File: src/rtl/riscv_pkg.sv
// Shared RV32I execute-stage types: uop classes, ALU opcodes, sequencer states
// and small class-decoding helpers used by the execute control block.
package riscv_pkg;

  localparam int XLEN_DEFAULT = 32;

  typedef enum logic [2:0] {
    OC_R    = 3'd0,
    OC_I    = 3'd1,
    OC_S    = 3'd2,
    OC_L    = 3'd3,
    OC_B    = 3'd4,
    OC_JAL  = 3'd5,
    OC_JALR = 3'd6,
    OC_LUI  = 3'd7
  } opclass_t;

  typedef enum logic [3:0] {
    ALU_ADD  = 4'd0,
    ALU_SUB  = 4'd1,
    ALU_SLL  = 4'd2,
    ALU_SLT  = 4'd3,
    ALU_SLTU = 4'd4,
    ALU_XOR  = 4'd5,
    ALU_SRL  = 4'd6,
    ALU_SRA  = 4'd7,
    ALU_OR   = 4'd8,
    ALU_AND  = 4'd9,
    ALU_BEQ  = 4'd10,
    ALU_BNE  = 4'd11,
    ALU_BLT  = 4'd12,
    ALU_BGE  = 4'd13,
    ALU_BLTU = 4'd14,
    ALU_BGEU = 4'd15
  } alu_op_t;

  typedef enum logic [2:0] {
    ST_IDLE  = 3'd0,
    ST_EXEC  = 3'd1,
    ST_MREQ  = 3'd2,
    ST_MWAIT = 3'd3,
    ST_WB    = 3'd4
  } state_t;

  typedef struct packed {
    opclass_t   cls;
    alu_op_t    op;
    logic [4:0] rd;
  } uop_ctl_t;

  function automatic logic is_mem(input opclass_t cls);
    return (cls == OC_L) || (cls == OC_S);
  endfunction

  function automatic logic is_jump(input opclass_t cls);
    return (cls == OC_JAL) || (cls == OC_JALR);
  endfunction

  // Classes whose result is produced directly at the end of EXEC.
  function automatic logic exec_writes_rd(input opclass_t cls);
    return (cls == OC_R) || (cls == OC_I) || (cls == OC_LUI) || is_jump(cls);
  endfunction

endpackage

File: src/rtl/exec_opnd_sel.sv
// Combinational operand selection for the external ALU, plus the link value
// and the redirect target of branches and jumps.
module exec_opnd_sel
  import riscv_pkg::*;
#(
  parameter int W = XLEN_DEFAULT
) (
  input  opclass_t       cls,
  input  alu_op_t        op_in,
  input  logic [W-1:0]   rs1,
  input  logic [W-1:0]   rs2,
  input  logic [W-1:0]   imm,
  input  logic [W-1:0]   pc,
  output logic [W-1:0]   alu_a,
  output logic [W-1:0]   alu_b,
  output alu_op_t        alu_op,
  output logic [W-1:0]   link,
  output logic [W-1:0]   target
);

  logic [W-1:0] four_s;
  logic [W-1:0] jalr_sum_s;

  assign four_s     = W'(32'd4);
  assign jalr_sum_s = rs1 + imm;
  assign link       = pc + four_s;

  // Operand routing by uop class; address-forming classes force an add.
  always_comb begin
    alu_a  = rs1;
    alu_b  = rs2;
    alu_op = op_in;
    case (cls)
      OC_R, OC_B: begin
        alu_a  = rs1;
        alu_b  = rs2;
        alu_op = op_in;
      end
      OC_I: begin
        alu_a  = rs1;
        alu_b  = imm;
        alu_op = op_in;
      end
      OC_L, OC_S: begin
        alu_a  = rs1;
        alu_b  = imm;
        alu_op = ALU_ADD;
      end
      OC_LUI: begin
        alu_a  = '0;
        alu_b  = imm;
        alu_op = ALU_ADD;
      end
      OC_JAL, OC_JALR: begin
        alu_a  = pc;
        alu_b  = four_s;
        alu_op = ALU_ADD;
      end
      default: begin
        alu_a  = rs1;
        alu_b  = rs2;
        alu_op = op_in;
      end
    endcase
  end

  // JALR clears bit 0 of its target; everything else is PC-relative.
  always_comb begin
    if (cls == OC_JALR) begin
      target = jalr_sum_s & ~W'(32'd1);
    end else begin
      target = pc + imm;
    end
  end

endmodule

File: src/rtl/alu_exec_ctrl.sv
// Execute-stage sequencer: latches one decoded uop, drives the external ALU,
// sequences data-memory traffic, issues redirects and hands results to writeback.
module alu_exec_ctrl
  import riscv_pkg::*;
#(
  parameter int          XLEN   = XLEN_DEFAULT,
  parameter logic [31:0] PC_RST = 32'd0
) (
  input  logic            clk,
  input  logic            rst,
  input  logic            id_valid,
  output logic            id_ready,
  input  logic [2:0]      id_class,
  input  logic [3:0]      id_alu_op,
  input  logic [4:0]      id_rd,
  input  logic [XLEN-1:0] id_rs1,
  input  logic [XLEN-1:0] id_rs2,
  input  logic [XLEN-1:0] id_imm,
  input  logic [XLEN-1:0] id_pc,
  output logic [XLEN-1:0] alu_a,
  output logic [XLEN-1:0] alu_b,
  output logic [3:0]      alu_op,
  input  logic [XLEN-1:0] alu_res,
  input  logic            alu_taken,
  output logic            mem_req_valid,
  input  logic            mem_req_ready,
  output logic            mem_we,
  output logic [XLEN-1:0] mem_addr,
  output logic [XLEN-1:0] mem_wdata,
  input  logic            mem_rsp_valid,
  input  logic [XLEN-1:0] mem_rsp_data,
  output logic            wb_valid,
  input  logic            wb_ready,
  output logic [4:0]      wb_rd,
  output logic [XLEN-1:0] wb_data,
  output logic            redirect_valid,
  output logic [XLEN-1:0] redirect_pc
);

  state_t          state_q, state_d;
  uop_ctl_t        ctl_q, ctl_d;
  logic [XLEN-1:0] rs1_q, rs1_d, rs2_q, rs2_d, imm_q, imm_d, pc_q, pc_d;
  logic            id_ready_q, id_ready_d;
  logic            mem_req_valid_q, mem_req_valid_d;
  logic            mem_we_q, mem_we_d;
  logic [XLEN-1:0] mem_addr_q, mem_addr_d, mem_wdata_q, mem_wdata_d;
  logic            wb_valid_q, wb_valid_d;
  logic [4:0]      wb_rd_q, wb_rd_d;
  logic [XLEN-1:0] wb_data_q, wb_data_d;
  logic            redirect_valid_q, redirect_valid_d;
  logic [XLEN-1:0] redirect_pc_q, redirect_pc_d;

  logic            accept_s, exec_s, rsp_s;
  alu_op_t         alu_op_s;
  logic [XLEN-1:0] link_s, target_s;

  assign accept_s = (state_q == ST_IDLE) && id_valid && id_ready_q;
  assign exec_s   = (state_q == ST_EXEC);
  assign rsp_s    = (state_q == ST_MWAIT) && mem_rsp_valid;

  exec_opnd_sel #(.W(XLEN)) u_opnd_sel (
    .cls    (ctl_q.cls),
    .op_in  (ctl_q.op),
    .rs1    (rs1_q),
    .rs2    (rs2_q),
    .imm    (imm_q),
    .pc     (pc_q),
    .alu_a  (alu_a),
    .alu_b  (alu_b),
    .alu_op (alu_op_s),
    .link   (link_s),
    .target (target_s)
  );

  // State register together with the latched uop and every registered output.
  always_ff @(posedge clk or posedge rst) begin
    if (rst) begin
      state_q          <= ST_IDLE;
      ctl_q            <= '0;
      rs1_q            <= '0;
      rs2_q            <= '0;
      imm_q            <= '0;
      pc_q             <= '0;
      id_ready_q       <= 1'b1;
      mem_req_valid_q  <= 1'b0;
      mem_we_q         <= 1'b0;
      mem_addr_q       <= '0;
      mem_wdata_q      <= '0;
      wb_valid_q       <= 1'b0;
      wb_rd_q          <= 5'd0;
      wb_data_q        <= '0;
      redirect_valid_q <= 1'b0;
      redirect_pc_q    <= '0;
    end else begin
      state_q          <= state_d;
      ctl_q            <= ctl_d;
      rs1_q            <= rs1_d;
      rs2_q            <= rs2_d;
      imm_q            <= imm_d;
      pc_q             <= pc_d;
      id_ready_q       <= id_ready_d;
      mem_req_valid_q  <= mem_req_valid_d;
      mem_we_q         <= mem_we_d;
      mem_addr_q       <= mem_addr_d;
      mem_wdata_q      <= mem_wdata_d;
      wb_valid_q       <= wb_valid_d;
      wb_rd_q          <= wb_rd_d;
      wb_data_q        <= wb_data_d;
      redirect_valid_q <= redirect_valid_d;
      redirect_pc_q    <= redirect_pc_d;
    end
  end

  // Next-state logic; a destination of x0 skips the writeback handshake.
  always_comb begin
    state_d = state_q;
    case (state_q)
      ST_IDLE:  state_d = accept_s ? ST_EXEC : ST_IDLE;
      ST_EXEC: begin
        if (is_mem(ctl_q.cls)) begin
          state_d = ST_MREQ;
        end else if (exec_writes_rd(ctl_q.cls) && (ctl_q.rd != 5'd0)) begin
          state_d = ST_WB;
        end else begin
          state_d = ST_IDLE;
        end
      end
      ST_MREQ: begin
        if (mem_req_ready) begin
          state_d = (ctl_q.cls == OC_S) ? ST_IDLE : ST_MWAIT;
        end else begin
          state_d = ST_MREQ;
        end
      end
      ST_MWAIT: begin
        if (mem_rsp_valid) begin
          state_d = (ctl_q.rd != 5'd0) ? ST_WB : ST_IDLE;
        end else begin
          state_d = ST_MWAIT;
        end
      end
      ST_WB:    state_d = wb_ready ? ST_IDLE : ST_WB;
      default:  state_d = ST_IDLE;
    endcase
  end

  // Output/datapath next values; everything holds unless its producing state fires.
  always_comb begin
    ctl_d.cls = accept_s ? opclass_t'(id_class) : ctl_q.cls;
    ctl_d.op  = accept_s ? alu_op_t'(id_alu_op) : ctl_q.op;
    ctl_d.rd  = accept_s ? id_rd  : ctl_q.rd;
    rs1_d     = accept_s ? id_rs1 : rs1_q;
    rs2_d     = accept_s ? id_rs2 : rs2_q;
    imm_d     = accept_s ? id_imm : imm_q;
    pc_d      = accept_s ? id_pc  : pc_q;

    if (exec_s && is_mem(ctl_q.cls)) begin
      mem_we_d    = (ctl_q.cls == OC_S);
      mem_addr_d  = alu_res;
      mem_wdata_d = rs2_q;
    end else begin
      mem_we_d    = mem_we_q;
      mem_addr_d  = mem_addr_q;
      mem_wdata_d = mem_wdata_q;
    end
    mem_req_valid_d = (state_d == ST_MREQ);

    if (exec_s && exec_writes_rd(ctl_q.cls)) begin
      wb_rd_d   = ctl_q.rd;
      wb_data_d = is_jump(ctl_q.cls) ? link_s : alu_res;
    end else if (rsp_s) begin
      wb_rd_d   = ctl_q.rd;
      wb_data_d = mem_rsp_data;
    end else begin
      wb_rd_d   = wb_rd_q;
      wb_data_d = wb_data_q;
    end
    wb_valid_d = (state_d == ST_WB);

    redirect_valid_d = exec_s && (is_jump(ctl_q.cls) || ((ctl_q.cls == OC_B) && alu_taken));
    redirect_pc_d    = redirect_valid_d ? target_s : redirect_pc_q;

    // Decode must not hand over a uop while it is flushing on a redirect.
    id_ready_d = (state_d == ST_IDLE) && !redirect_valid_d;
  end

  assign id_ready       = id_ready_q;
  assign alu_op         = alu_op_s;
  assign mem_req_valid  = mem_req_valid_q;
  assign mem_we         = mem_we_q;
  assign mem_addr       = mem_addr_q;
  assign mem_wdata      = mem_wdata_q;
  assign wb_valid       = wb_valid_q;
  assign wb_rd          = wb_rd_q;
  assign wb_data        = wb_data_q;
  assign redirect_valid = redirect_valid_q;
  assign redirect_pc    = redirect_pc_q;

endmodule

File: config.mk
export PLATFORM = sky130hd
export DESIGN_NAME = alu_exec_ctrl
export DESIGN_NICKNAME = d
export VERILOG_FILES = /design/src/rtl/riscv_pkg.sv /design/src/rtl/exec_opnd_sel.sv /design/src/rtl/alu_exec_ctrl.sv
export SDC_FILE = /design/constraint.sdc
export NUM_CORES = 1
export LEC_CHECK = 0
export CAP_MARGIN = 5
export CELL_PAD_IN_SITES_DETAIL_PLACEMENT = 1
export CELL_PAD_IN_SITES_GLOBAL_PLACEMENT = 2
export CORE_MARGIN = 5
export CORE_UTILIZATION = 31
export CTS_CLUSTER_DIAMETER = 100
export DETAILED_ROUTE_END_ITERATION = 7
export PLACE_DENSITY_LB_ADDON = 0.1
export SETUP_SLACK_MARGIN = 0.4
export SLEW_MARGIN = 20
export SYNTH_ARGS = -nofsm -noshare
export SYNTH_HDL_FRONTEND = slang
export SYNTH_SLANG_ARGS = --single-unit
File: constraint.sdc
create_clock -name clk -period 11.6 [get_ports clk]
set_input_delay 1.16 -clock clk [delete_from_list [all_inputs] [get_ports clk]]
set_output_delay 1.16 -clock clk [all_outputs]
set_load 0.03 [all_outputs]
# ---- After elaboration in Yosys (flattened, before gate mapping)
# Index checks and enable logic that the tools add are counted.
dict set report classes {
  add_sub_neg 3
  eq_ne 13
  muxes 18
  reduce_logical 27
}
# cell count
set op_table {}
lappend op_table {{32-bit one-hot mux with 3 select lines} 2}
lappend op_table {{32-bit 2-to-1 mux} 4}
lappend op_table {{32-bit adder} 2}
lappend op_table {{32-bit by 3-bit adder with 32-bit output (second input constant)} 1}
lappend op_table {{3-bit == test (second input constant)} 6}
lappend op_table {{3-bit by 2-bit == test with 1-bit output (second input constant)} 5}
lappend op_table {{3-bit 2-to-1 mux} 5}
lappend op_table {{3-bit one-hot mux with 5 select lines} 1}
lappend op_table {{5-bit 2-to-1 mux} 2}
lappend op_table {{5-bit OR reduction} 2}
lappend op_table {{1-bit logical AND} 9}
lappend op_table {{3-bit zero test} 3}
lappend op_table {{4-bit one-hot mux with 2 select lines} 1}
lappend op_table {{3-bit by 1-bit == test with 1-bit output (second input constant)} 2}
lappend op_table {{1-bit logical OR} 6}
lappend op_table {{5-bit nonzero test} 1}
lappend op_table {{2-bit 2-to-1 mux} 2}
lappend op_table {{2-bit OR reduction} 2}
lappend op_table {{4-bit OR reduction} 1}
lappend op_table {{3-bit OR reduction} 1}
lappend op_table {{2-bit nonzero test} 1}
lappend op_table {{1-bit zero test} 1}
lappend op_table {{1-bit 2-to-1 mux} 1}
dict set report word_totals {
  reg_bits 281
  inputBits 211
}

# ---- Depth between registers and ports, before layout
# Gate-level depths: netlist of the first run.
dict set report depth {
  word_depth 10
  ltp_mapped 12
  ltp_nobuf 12
}

# ---- Hierarchy
# A second synthesis of the first run with hierarchy kept.
dict set report hier_totals {
  hier_cells 1444
  area_unflattened_um2 15920.3
}
# mod n_inst cells_each area_each_um2 seq_area_each_um2
set modules_own_cells {}
lappend modules_own_cells {alu_exec_ctrl 1 780 11302.1 7033.0}
lappend modules_own_cells {exec_opnd_sel 1 664 4618.2 0.0}

# ---- Worst setup path after synthesis of the first run
# Ideal clock, no wire load.
dict set report synth_path {
  kind {reg-to-output}
  start {register ctl_q[9] (netlist name)}
  end {output port alu_a[11]}
  arrival_ns 1.987
  t_required_ns 10.440
  setup_slack_ns 8.453
  stages_incl_launch_ff 8
  path_buffers 4
  path_cell_list {dfrtp_1 -> clkbuf_1 -> xor2_1 -> and2_1 -> clkbuf_1 -> clkbuf_1 -> buf_1 -> a22o_1}
}
dict set report synth_via {
  elab_chain_len 3
}
# item line_no
set synth_lines {}
lappend synth_lines {{start, declared} alu_exec_ctrl.sv:41} ;# uop_ctl_t ctl_q, ctl_d;
lappend synth_lines {{start signal, assigned} alu_exec_ctrl.sv:96} ;# ctl_q <= ctl_d;
lappend synth_lines {{3-bit by 2-bit == test with 1-bit output (tied with other cells)} exec_opnd_sel.sv:33} ;# case (cls)
lappend synth_lines {{5-bit OR reduction (no line) / 2-bit OR reduction (equally long branches)} -}
lappend synth_lines {{32-bit one-hot mux with 3 select lines (*)} exec_opnd_sel.sv:33}
lappend synth_lines {{end, declared} alu_exec_ctrl.sv:20} ;# output logic [XLEN-1:0] alu_a,
# Every way passes the cells marked *; elsewhere a longest branch is shown, timed or not.

# ---- Worst setup path in the final report of the first run
dict set report layout_path {
  start {register ctl_q[10] (netlist name)}
  end {output port alu_b[1]}
}
dict set report layout_via {
  elab_chain_len 3
}
# item line_no
set layout_lines {}
lappend layout_lines {{3-bit by 2-bit == test with 1-bit output (tied with other cells)} exec_opnd_sel.sv:33}
lappend layout_lines {{4-bit OR reduction (no line) (tied with other cells)} -}
lappend layout_lines {{32-bit one-hot mux with 3 select lines (*)} exec_opnd_sel.sv:33}
lappend layout_lines {{end, declared} alu_exec_ctrl.sv:21} ;# output logic [XLEN-1:0] alu_b,
# Marks and branches as above.

==> flow_metrics.tcl, run 1 <==
set metrics [dict create \
    drtIter0Drc 624 \
    reg2reg_depth 12 \
    initial_utilization 0.3133 \
    drc 0 \
    regArea_sq_um 7033 \
    ir_worst_vdd_mv 0.1733 \
    vias 12900 \
    p_per_area_nw_per_um2 394.0 \
    cts_setup_buffers 0 \
    synthFlopType "dfrtp_1" \
    grtUsageMet1 0.2972 \
    worst_pin_slew_ps 1131 \
    slew_headroom 0.2460 \
    p_leak_nw 9.053 \
    clockRootBuffer "clkbuf_16" \
    synthSimpleGateAreaFrac 0.08755 \
    yosysTopAreaCell "dfrtp_1" \
    hpwl_mm 47.33 \
    setup_violations 0 \
    post_cts_resized 0 \
    synth_top_family_by_area "multiplexers" \
    fin_hold_ws_ps 481.7 \
    cp.required_ps 10440 \
    syn_area_per_cell_sq_um 10.83 \
    multiInputGateArea_sq_um 8008 \
    fin_crit_sh 0.4020 \
    synth-xor-area-share 0.04864 \
    routedWlPerCell_um 25.12 \
    status "finished, final reports clean" \
    hold_depth 2 \
    tritoncts "done" \
    die_w_um 232.2 \
    cts_made_buffers 36 \
    synth_compound_area_frac 0.1615 \
    synth_seq_cells 281 \
    max_stage_delay_ps 700 \
    finClkSkew_ps 24.50 \
    worst-path-max-fanout 22 \
    path_clk_slew_ps 60 \
    ys_seq_area_frac 0.4595 \
    cp_common_cell "nor2_1" \
    hold_path.class "flip-flop to flip-flop" \
    first_pass_iters 4 \
    globalRoute.busiestLayer "met2" \
    slew_viol_final 0 \
    ys.warnings.count 0 \
    cp_slowest_cell "clkdlybuf4s50_1" \
    period_needed_ps 4663 \
    ys_types 62 \
    port_buffers 416 \
    synth_top_area_frac 0.4578 \
    drive_above_1_share 0.1588 \
    synth_area_leaders "dfrtp_1 46%, mux2_2 15%, ha_1 5.1%" \
    synthArstFlopShare 1.000 \
    grtUsageMet3 0.05539 \
    synth.most_common_cell "dfrtp_1" \
    syn-num-nets 1688 \
    core-area_sq_um 48850 \
    final_nets 2082 \
    overflow 0 \
    synthAdderAreaFrac 0.05330 \
    cts.sink_count 281 \
    grt_use_met2 0.3737 \
    tns_ps 0 \
    avgViaCountPerCell 5.160 \
    ant_nets 0 \
    synthToLayoutAreaGrowth_pct 40.04 \
    h-tree-depth 2 \
    fp.dieH_um 232.2 \
    io_pins 417 \
    antenna_found_initial 7 \
    cts_buffer_depth 3 \
    hold_buffers 0 \
    start_kind "flip-flop" \
    end_kind "primary output" \
    netlist_instances 1413 \
    setup.worst_path.class "flip-flop to primary output" \
    synthMuxAreaShare 0.1677 \
    wirelength_mm 62.81 \
    rsz0062_at_grt "no" \
    max_cap_viol_count 0 \
    place.gp.congestion 0.8868 \
    synth_area_sq_um 15310 \
    num-fill-cells 5366 \
    core.rowCount 81 \
    clkLatencyLatePin_ps 550 \
    hold_viol 0 \
    synth_edf_count 0 \
    crit_chain "inv_1 > nor2_1 > nor2_1 > a21oi_4 > buf_4 > a22o_1 > clkdlybuf4s50_1" \
    grt.total_usage 0.2262 \
    cp.arrival_ps 3500 \
    grt_pass1_vias 14000 \
    die_area_sq_um 53920 \
    grt_pass1_wl_mm 92.26 \
    grt_max_degree 148 \
    timing.fmax_mhz 214.4 \
    synth.top_cells.by_count "280 x dfrtp_1, 203 x mux2_2, 134 x nand2_1, 98 x o21ai_0, 75 x a21oi_1" \
]
## state kept, by name, summed over array words and instances (netlist names), 5 cells and up
| register | cells |
|---|---|
| mem_addr | 32 |
| wb_data | 32 |
| ctl_q | 12 |
| rs1_q | 32 |
| mem_wdata | 32 |
| wb_rd | 5 |
| pc_q | 32 |
| rs2_q | 32 |
| imm_q | 32 |
| redirect_pc | 32 |
## metrics by stage
step	setup slack, ps	total power, mW	utilization	std cells	area (sq um)
floorplan	2691	5.239	-	1413	15310
global placement	7579	7.263	0.4139	2433	20220
detailed placement	7482	7.324	0.4139	2433	20220
CTS	6880	8.547	0.4386	2496	21420
global route	6726	8.983	0.4387	2498	21430
finish	6937	8.445	0.4388	2500	21430
## layout make-up
cell class	instances	area share
Clock inverter	11	0.006713
Sequential cell	281	0.3281
Antenna cell	4	0.0004670
Tap cell	664	0.03876
Timing Repair Buffer	430	0.1998
Multi-Input combinational cell	1043	0.3736
Clock buffer	52	0.04962
Inverter	15	0.002977
## worst max-delay path, delay by kind of cell, from the launching register on
kind | cells | cell delay [ps]
flops | 1 | 530
compound gates | 2 | 680
simple gates | 2 | 370
buf+inv | 3 | 1340
## worst paths after layout
path | startpoint | endpoint | slack (ps)
hold / removal | redirect_pc[4] | redirect_pc[4] | 480
min in group asynchronous | rst | rs2_q[8] | 1110
hold reg to reg | redirect_pc[4] | redirect_pc[4] | 480
setup / recovery | ctl_q[10] | alu_b[1] | 6940
setup reg to reg | imm_q[0] | redirect_pc[30] | 7760
max in group asynchronous | rst | ctl_q[10] | 8250
## layout by cell type (no fill, tap or decap), types with 8 or more instances in the layout
cell,netlist,final
a211oi_1,8,8
a21o_1,39,39
a21oi_1,75,73
a22o_1,56,56
a31oi_1,11,11
and2_1,15,14
and3_1,16,16
buf_4,0,13
clkbuf_1,65,8
clkbuf_16,0,38
clkdlybuf4s50_1,0,416
dfrtp_1,280,280
ha_1,62,62
inv_1,15,14
mux2_2,203,203
mux2i_1,28,28
nand2_1,134,133
nand3_1,28,28
nand4_1,9,9
nor2_1,44,43
nor2b_1,10,10
nor3_1,12,12
o211ai_1,31,31
o21ai_0,98,98
xnor2_1,43,43
xor2_1,42,42
## kinds of logic (layout without fill, tap and decap cells)
kind of cell,after synthesis,count (layout)
compound gates,372,372
xor+xnor,85,85
fa+ha+maj,64,64
buf+inv,89,508
flops,281,281
mux,231,231
other cells,0,4
simple gates,291,291
## power by group
group | switching (mW) | total [mW] | internal [mW] | leakage [nW]
Combinational | 3.01 | 5.25 | 2.24 | 5.08
Clock | 0.452 | 1.16 | 0.704 | 0.594
Sequential | 0.570 | 2.04 | 1.47 | 3.38
## metal layers
metal | share of wire | routed length [um]
met1 | 0.44 | 27890
met2 | 0.47 | 29550
met3 | 0.060 | 3798
met4 | 0.024 | 1530
met5 | 0.00073 | 46
Power figures use the tool's default switching activity.
==> inputs of run 2 (changes only) <==
Settings changed: CORE_UTILIZATION 31 to 28.
Clock period 11.6 ns to 4.12 ns, I/O delays scaled along.
==> run 2 against run 1 <==
  * Core utilization down 3.5 points
  * Critical path depth down 1
  * Sequential cell count unchanged
  * Combinational power rose to 2.9 times the previous value
  * Via count up 1.4%
  * Wire length up 3.1%
  * First-iteration DRC count down 16%
  * Total power rose to 2.8 times the previous value
  * Global-route usage down 1.5 points
  * Cell count up 2.6%
  * Critical path type unchanged
==> flow_metrics.tcl, run 2 (synthesized netlist as in run 1, its figures left out) <==
set metrics [dict create \
    grt_pass1_wl_mm 95.82 \
    tns_ps 0 \
    fin_crit_sh 0.8673 \
    hpwl_mm 49.53 \
    synthToLayoutAreaGrowth_pct 42.52 \
    antenna_found_initial 6 \
    sw_frac_of_total 0.4774 \
    cp.required_ps 3710 \
    initial_utilization 0.2833 \
    reg2reg_depth 12 \
    reg2reg_to "redirect_pc[28]" \
    clkLatencyLatePin_ps 560 \
    grt.total_usage 0.2115 \
    die_w_um 243.8 \
    drive_above_1_share 0.1757 \
    final_common_cell "clkdlybuf4s50_1" \
    ir_worst_vdd_mv 0.4749 \
    period_needed_ps 3573 \
    wirelength_mm 64.76 \
    worst_pin_slew_ps 837.3 \
    hold_buffers 0 \
    drtIter0Drc 526 \
    num-fill-cells 5899 \
    ant_nets 0 \
    tritoncts "done" \
    layout_common_cells "414 x clkdlybuf4s50_1, 279 x dfrtp_1, 203 x mux2_2" \
    setup_violations 0 \
    h-tree-depth 2 \
    core-area_sq_um 54030 \
    comb_power_share 0.638 \
    max_cap_viol_count 0 \
    p_seq_frac 0.228 \
    fp.dieH_um 243.8 \
    finClkSkew_ps 23.77 \
    end_kind "primary output" \
    first_pass_iters 5 \
    p_per_area_nw_per_um2 1102 \
    place.gp.congestion 0.8237 \
    cts_made_buffers 37 \
    port_buffers 416 \
    drc 0 \
    vias 13080 \
    setup.worst_path.class "flip-flop to primary output" \
    r2r_slack_ps 640 \
    status "finished, final reports clean" \
    timing.fmax_mhz 279.8 \
    grt_max_degree 78 \
    slew_headroom 0.4406 \
    start_kind "flip-flop" \
    worst-path-max-fanout 23 \
    avgViaCountPerCell 5.101 \
    cts.sink_count 281 \
    io_pins 417 \
    grt_pass1_vias 14180 \
    clockRootBuffer "clkbuf_16" \
    final_nets 2117 \
    pre_cts_ws_ps 464.4 \
    rsz0062_at_grt "no" \
    final_core_util 0.4038 \
    p_leak_nw 9.266 \
    hold_path.class "primary input to asynchronous set/reset pin" \
    slew_viol_final 0 \
    die_area_sq_um 59440 \
    cp.arrival_ps 3160 \
    switchingPower_mw 11.48 \
    overflow 0 \
    layout_setup_ws_ps 546.6 \
    r2r-start "imm_q[0]" \
    path_clk_slew_ps 60 \
    core.rowCount 85 \
    hold_viol 0 \
    p_int_mw 12.57 \
    cts_buffer_depth 3 \
    p_clk_frac 0.134 \
    routedWlPerCell_um 25.26 \
]
-- run 2: power by group through the flow --
stage / clock network [mW] / registers (mW) / logic, mW
finish: 3.23 / 5.48 / 15.3
global route: 3.44 / 5.68 / 16.5
CTS: 3.34 / 5.52 / 15.5
detailed placement: 0 / 5.55 / 15.4
global placement: 0 / 5.48 / 15.3
floorplan: 0 / 6.31 / 8.44
-- run 2: what timing repair did --
action / in CTS / in global routing
setup buffers: 0 / 1
endpoints found under the setup margin: 35 / 12
pin swaps: 0 / 1
gates cloned: 0 / 0
resized for setup: 2 / 6
-- run 2: per-stage QoR --
step / cells / hold slack [ps] / power, mW / area (sq um)
finish: 2564 / 231.5 / 24.05 / 21810
global route: 2564 / 242.0 / 25.61 / 21810
CTS: 2561 / 204.1 / 24.37 / 21760
detailed placement: 2497 / 477.9 / 20.93 / 20570
global placement: 2496 / 451.9 / 20.80 / 20550
floorplan: 1413 / 472.1 / 14.75 / 15310
-- run 2: cell type report --
type / instances / area, sq um / share of cell area
inverter: 15 / 60.06 / 0.002753
clock buffer: 55 / 1106 / 0.05071
antenna: 1 / 2.502 / 0.0001147
clock inverter: 9 / 80.08 / 0.003671
tap: 696 / 870.8 / 0.03992
multi-input combinational: 1043 / 8016 / 0.3675
timing repair buffer: 464 / 4643 / 0.2129
sequential: 281 / 7034 / 0.3225
-- run 2: worst max path at each step --
stage / start / to / depth (start not counted)
2_1_floorplan: rst / ctl_q[0] / 1
3_3_place_gp: imm_q[0] / redirect_pc[30] / 12
3_5_place_dp: rs1_q[0] / redirect_pc[30] / 12
4_1_cts: ctl_q[10] / alu_b[1] / 7
5_1_grt: imm_q[0] / redirect_pc[28] / 12
6_report: ctl_q[9] / alu_a[10] / 6
-- run 2: critical path: stages, from the launching register on --
cell and delay, ps:
dfrtp_1 560, or2_2 440, nand2_2 290, buf_12 250, nand2_1 130, o21ai_0 100
clkdlybuf4s50_1 810
-- run 2: layer usage --
| layer | vias up | routed length (um) | part of all wire | track usage |
|---|---|---|---|---|
| met5 | - | 39 | 0.00060 | 0 |
| met4 | 8 | 1435 | 0.022 | 0.05194 |
| met3 | 82 | 3364 | 0.052 | 0.04527 |
| met2 | 310 | 31740 | 0.49 | 0.3649 |
| met1 | 6627 | 28180 | 0.44 | 0.2719 |
| li1 | 6052 | - | - | - |
==> inputs of run 3 (changes only) <==
Settings changed: CORE_MARGIN 5 to 1.
==> run 3 against run 2 <==
  * Via count decreased by 1.2%
  * Worst setup slack got worse by 19 ps
  * Clock power increased by 2%
  * Global-route usage increased by 0.88 points
  * Wire length decreased by 5.1%
  * Fmax decreased by 0.52%
  * Core utilization about the same
  * Sequential power about the same
  * Critical path type unchanged
==> flow_metrics.tcl, run 3 (synthesized netlist as in run 1, its figures left out) <==
set metrics [dict create \
    tns_ps 0 \
    dpl-instance-area_sq_um 20530 \
    die_area_sq_um 55600 \
    slew_viol_final 0 \
    routedWlPerCell_um 24.06 \
    drive_above_1_share 0.1712 \
    final_common_cell "clkdlybuf4s50_1" \
    start_kind "flip-flop" \
    core-area_sq_um 53920 \
    timing.fmax_mhz 278.4 \
    cp.arrival_ps 3180 \
    clkLatencyLatePin_ps 560 \
    end_kind "primary output" \
    hpwl_mm 46.71 \
    grt.total_usage 0.2204 \
    hold_viol 0 \
    h-tree-depth 2 \
    fin_crit_sh 0.8718 \
    cts_made_buffers 38 \
    place.gp.congestion 0.8224 \
    cts.sink_count 281 \
    first_pass_iters 4 \
    layout_common_cells "416 x clkdlybuf4s50_1, 280 x dfrtp_1, 203 x mux2_2" \
    drc 0 \
    path_clk_slew_ps 60 \
    cts_buffer_depth 3 \
    setup.worst_path.class "flip-flop to primary output" \
    crit_start "ctl_q[10]" \
    period_needed_ps 3592 \
    initial_utilization 0.2839 \
    antennaDiodeCount 0 \
    drtIter0Drc 558 \
    overflow 0 \
    worst-path-max-fanout 22 \
    final_nets 2109 \
    grt_pass1_vias 14060 \
    wirelength_mm 61.43 \
    avgViaCountPerCell 5.063 \
    hold_path.class "primary input to asynchronous set/reset pin" \
    vias 12930 \
    r2r_slack_ps 580 \
    cp.required_ps 3710 \
    antenna_found_initial 2 \
    port_buffers 416 \
    stdcell_area_sq_um 21770 \
    grt_pass1_wl_mm 92.09 \
    max_cap_viol_count 0 \
    finClkSkew_ps 26.98 \
    p_per_area_nw_per_um2 1105 \
    dp.cells 2489 \
    p_leak_nw 9.190 \
    synthToLayoutAreaGrowth_pct 42.25 \
    num-fill-cells 5867 \
    clockRootBuffer "clkbuf_16" \
    slew_headroom 0.2567 \
    die_w_um 235.8 \
    worst_pin_slew_ps 1113 \
    ir_worst_vdd_mv 0.5466 \
    status "finished, final reports clean" \
    io_pins 417 \
    grt_max_degree 74 \
    fp.dieH_um 235.8 \
    rsz0062_at_grt "yes" \
    tritoncts "done" \
    hold_buffers 0 \
    core.rowCount 85 \
    setup_violations 0 \
    final_cells 2553 \
    ant_nets 0 \
    r2r-start "rs1_q[2]" \
]
-- run 3: cell types whose count changed in the layout (fill, tap and decap cells not counted), moves of 2 or more --
cell,previous run,this run
buf_4,39,30
clkbuf_16,39,41
clkbuf_8,8,3
clkdlybuf4s50_1,414,416
clkinv_2,5,3
clkinv_4,0,2
dlymetal6s2s_1,2,0
-- run 3: critical path, stage by stage (launching register included) --
cell and delay, ps:
dfrtp_1 550, inv_1 200, nor2_2 280, nor2_1 110, a21oi_4 190, buf_6 310
a22o_1 270, clkdlybuf4s50_1 700
-- run 3: repair_timing --
item	in CTS	in global routing
setup endpoints to repair	12	25
gates resized for setup	3	3
pin swaps	0	1
gates cloned	0	0
setup buffers	0	1
-- run 3: path summary, 6_finish.rpt --
path,end,depth (start not counted)
max in group asynchronous,wb_data[10],4
min in group clk,pc_q[14],3
max reg2reg,redirect_pc[29],10
min reg2reg,redirect_pc[23],2
min,redirect_pc[13],2
max,alu_b[0],7
-- run 3: cell type report --
class | instances | area (sq um) | area share
Multi-Input combinational cell | 1043 | 8034 | 0.3690
Sequential cell | 281 | 7033 | 0.3230
Timing Repair Buffer | 455 | 4561 | 0.2095
Clock buffer | 54 | 1105 | 0.05074
Tap cell | 696 | 870.8 | 0.04000
Clock inverter | 9 | 108.9 | 0.005000
Inverter | 15 | 60.06 | 0.002758
-- run 3: stage by stage --
step	power, mW	hold WS (ps)	setup slack (ps)	utilization
finish	24.05	344.6	528.0	0.4038
global route	25.65	386.3	364.4	0.4038
CTS	24.35	321.5	389.6	0.4035
detailed placement	20.87	475.0	406.7	0.3807
global placement	20.73	467.5	588.5	0.3806
floorplan	14.75	472.1	-12.48	-
-- run 3: power breakdown --
| group | leakage, nW | internal [mW] | switching [mW] |
|---|---|---|---|
| clock | 0.592 | 1.99 | 1.30 |
| combinational | 5.22 | 6.52 | 8.79 |
| sequential | 3.38 | 4.15 | 1.31 |
| total | 9.19 | 12.7 | 11.4 |
-- run 3: per-layer routing --
layer	GRT usage	share of wire	vias up	routed length, um
met1	0.2810	0.44	6519	26750
met4	0.07209	0.029	4	1753
met3	0.04318	0.047	81	2857
met2	0.3730	0.49	304	30050
li1	-	-	6018	-
met5	0	0.00042	-	26
==> RTL change (config.mk and constraints of run 1) <==
Take the reset off `mem_addr_q` and load it in a clocked block of its own.
--- a/src/rtl/alu_exec_ctrl.sv
+++ b/src/rtl/alu_exec_ctrl.sv
@@ -85,5 +85,4 @@
       mem_req_valid_q  <= 1'b0;
       mem_we_q         <= 1'b0;
-      mem_addr_q       <= '0;
       mem_wdata_q      <= '0;
       wb_valid_q       <= 1'b0;
@@ -102,5 +101,4 @@
       mem_req_valid_q  <= mem_req_valid_d;
       mem_we_q         <= mem_we_d;
-      mem_addr_q       <= mem_addr_d;
       mem_wdata_q      <= mem_wdata_d;
       wb_valid_q       <= wb_valid_d;
@@ -110,4 +108,8 @@
       redirect_pc_q    <= redirect_pc_d;
     end
+  end
+
+  always_ff @(posedge clk) begin
+    mem_addr_q <= mem_addr_d;
   end
 
Formal check against the unedited RTL: differs if rst is asserted again (counterexample within 4 cycles, from zero or initial values and one cycle with rst high); with rst held inactive, the same outputs for 4 cycles.
==> RTL change against run 1 <==
Largest cell class unchanged. Sequential cell count is the same. Total power decreased by 1.1%. First-iteration DRC count is 14% higher. Critical path depth down 2. Area after synthesis grew 1.9%. Routed wire length increased by 9.1%. Highest routed layer is now met4. Design area up 1.5%. Worst setup slack worse by 0.067 ns.
==> RTL change: results (changes against run 1) <==
detailed_routing:
  wl_met2_um: 32050  # +8.5%
  wl_met1_um: 31110  # +12%
  first_pass_iters: 5  # +1
  drt-total-wl_um: 68560  # +9.1%
  viasPerCell: 5.224  # +1.3%
  met3WireLength_um: 3707  # -2.4%
  highest_layer: "met4"
  drt_iter0_markers: 711  # +14%
clocking:
  cts_made_buffers: 36  # unchanged
  cts_setup_buffers: 0  # unchanged
  cts_resized: 0  # unchanged
grt:
  grt_max_degree: 82  # -45%
  grt_use_met2_pct: 38.84  # +1.5 points
  grt_use_met1_pct: 33.07  # +3.4 points
  use_met3_pct: 4.298  # -1.2 points
  antenna_found_initial: 13  # +6
  first_global_vias: 14223  # +1.6%
  grt_pass1_wl_um: 98010  # +6.2%
  track_usage_pct: 24.05  # +1.4 points
worst_hold_path:
  whs_endpoint: "mem_wdata[0]"
  whs_path_depth: 2  # unchanged
  worstHoldStart: "mem_wdata[0]"
  worstHoldPathType: "reg2reg"
finish:
  antenna_cells: 14  # +10
  multi_input_area_share_pct: 37.11  # -0.25 points
  layout.comb_gates.multi_input: 1132  # +8.5%
  stdcell_count: 2627  # +5.1%
  clk_share_pct: 5.517  # -0.12 points
  seq_share_pct: 33.07  # +0.26 points
  final_net_count: 2189  # +5.1%
  n_all_inverters: 31  # +16
  buf_share_pct: 19.70  # -0.28 points
  drive_gt1_share_pct: 12.47  # -3.4 points
  buffers_excl_clock: 432  # +0.47%
  clock_buffers: 56  # +7.7%
  fillerInstances: 5551  # +3.4%
power:
  cellLeakagePower_nw: 9.056  # about the same
  ir_worst_vdd_mv: 0.1437  # -17%
yosys:
  synth_area_leaders: "dfrtp_1 40%, mux2_2 10%, edfxtp_1 6.2%"
  synthArstFlopShare_pct: 88.61  # -11 points
  synth_edf_count: 32  # +32
  synthTopCellsByCount: "248 x dfrtp_1, 227 x nand2_1, 144 x mux2_2, 92 x o21ai_0, 66 x a21oi_1"
  synth-seq-cells: 281  # unchanged
  seq_area_frac_synth_pct: 46.12  # +0.17 points
  synthCells: 1517  # +7.4%
  syn_nets: 1792  # +6.2%
  synth.distinct_cells: 78  # +26%
placement:
  dp_hpwl_um: 53800  # +14%
  dp.cells: 2548  # +4.7%
  portBuffers: 416  # unchanged
  gp_congestion: 0.8608  # -2.9%
run_status:
  outcome: "completed"
worst_setup_path:
  crit_path_max_incr_delay_ns: 0.70  # about the same
  r2r-start: "ctl_q[9]"
  cp_data_arrival_time_ns: 3.57  # +0.07 ns
  reg2reg_slack_ns: 7.84  # +0.08 ns
  crit_fanout: 76  # +250%
  reg2regPathDepth: 9  # -3
timing:
  tightest_slew_ns: 1.135  # +0.003549 ns
  fin_skew_ns: 0.03239  # +0.007892 ns
==> RTL change: cell families (layout without fill, tap and decap cells) <==
| kind of cell | after synthesis | in the layout | share of synthesized area (%) |
|---|---|---|---|
| adder cells (fa/ha/maj) | 64 | 64 | 5.231 |
| XOR/XNOR | 66 | 66 | 3.706 |
| buffers and inverters | 104 | 528 | 2.519 |
| flip-flops | 281 | 281 | 46.12 |
| AND/OR/NAND/NOR | 442 | 442 | 12.88 |
| AO/OA/AOI/OAI | 385 | 385 | 17.12 |
| multiplexers | 175 | 175 | 12.42 |
| other | 0 | 14 | 0 |
==> RTL change: power breakdown <==
group          total (mW)  switching [mW]  leakage, nW  internal [mW]
combinational        5.14            3.04         5.18           2.09
sequential           2.07           0.629         3.29           1.44
clock                1.15           0.451        0.580          0.698
==> RTL change: through the flow <==
step / hold slack (ns) / setup slack (ns) / total power, mW / utilization [%] / area [um^2]
6_report: 0.4735 / 6.870 / 8.351 / 43.53 / 21750
3_3_place_gp: 0.4587 / 7.216 / 7.149 / 41.06 / 20510
4_1_cts: 0.4755 / 6.902 / 8.395 / 43.46 / 21710
5_1_grt: 0.4869 / 6.750 / 8.844 / 43.51 / 21740
3_5_place_dp: 0.4618 / 7.107 / 7.203 / 41.06 / 20510
2_1_floorplan: 0.4573 / 3.598 / 5.112 / - / 15600
==> RTL change: worst max-delay path by stage <==
stage	end	cells after the start	startpoint	slack (ns)
final	alu_a[18]	5	ctl_q[9]	6.87
after global routing	alu_a[18]	5	ctl_q[9]	6.75
after global placement	redirect_pc[30]	9	alu_taken	7.22
after floorplan	ctl_q[0]	1	rst	3.60
after CTS	alu_a[18]	5	ctl_q[9]	6.90
after detailed placement	redirect_pc[30]	9	alu_taken	7.11
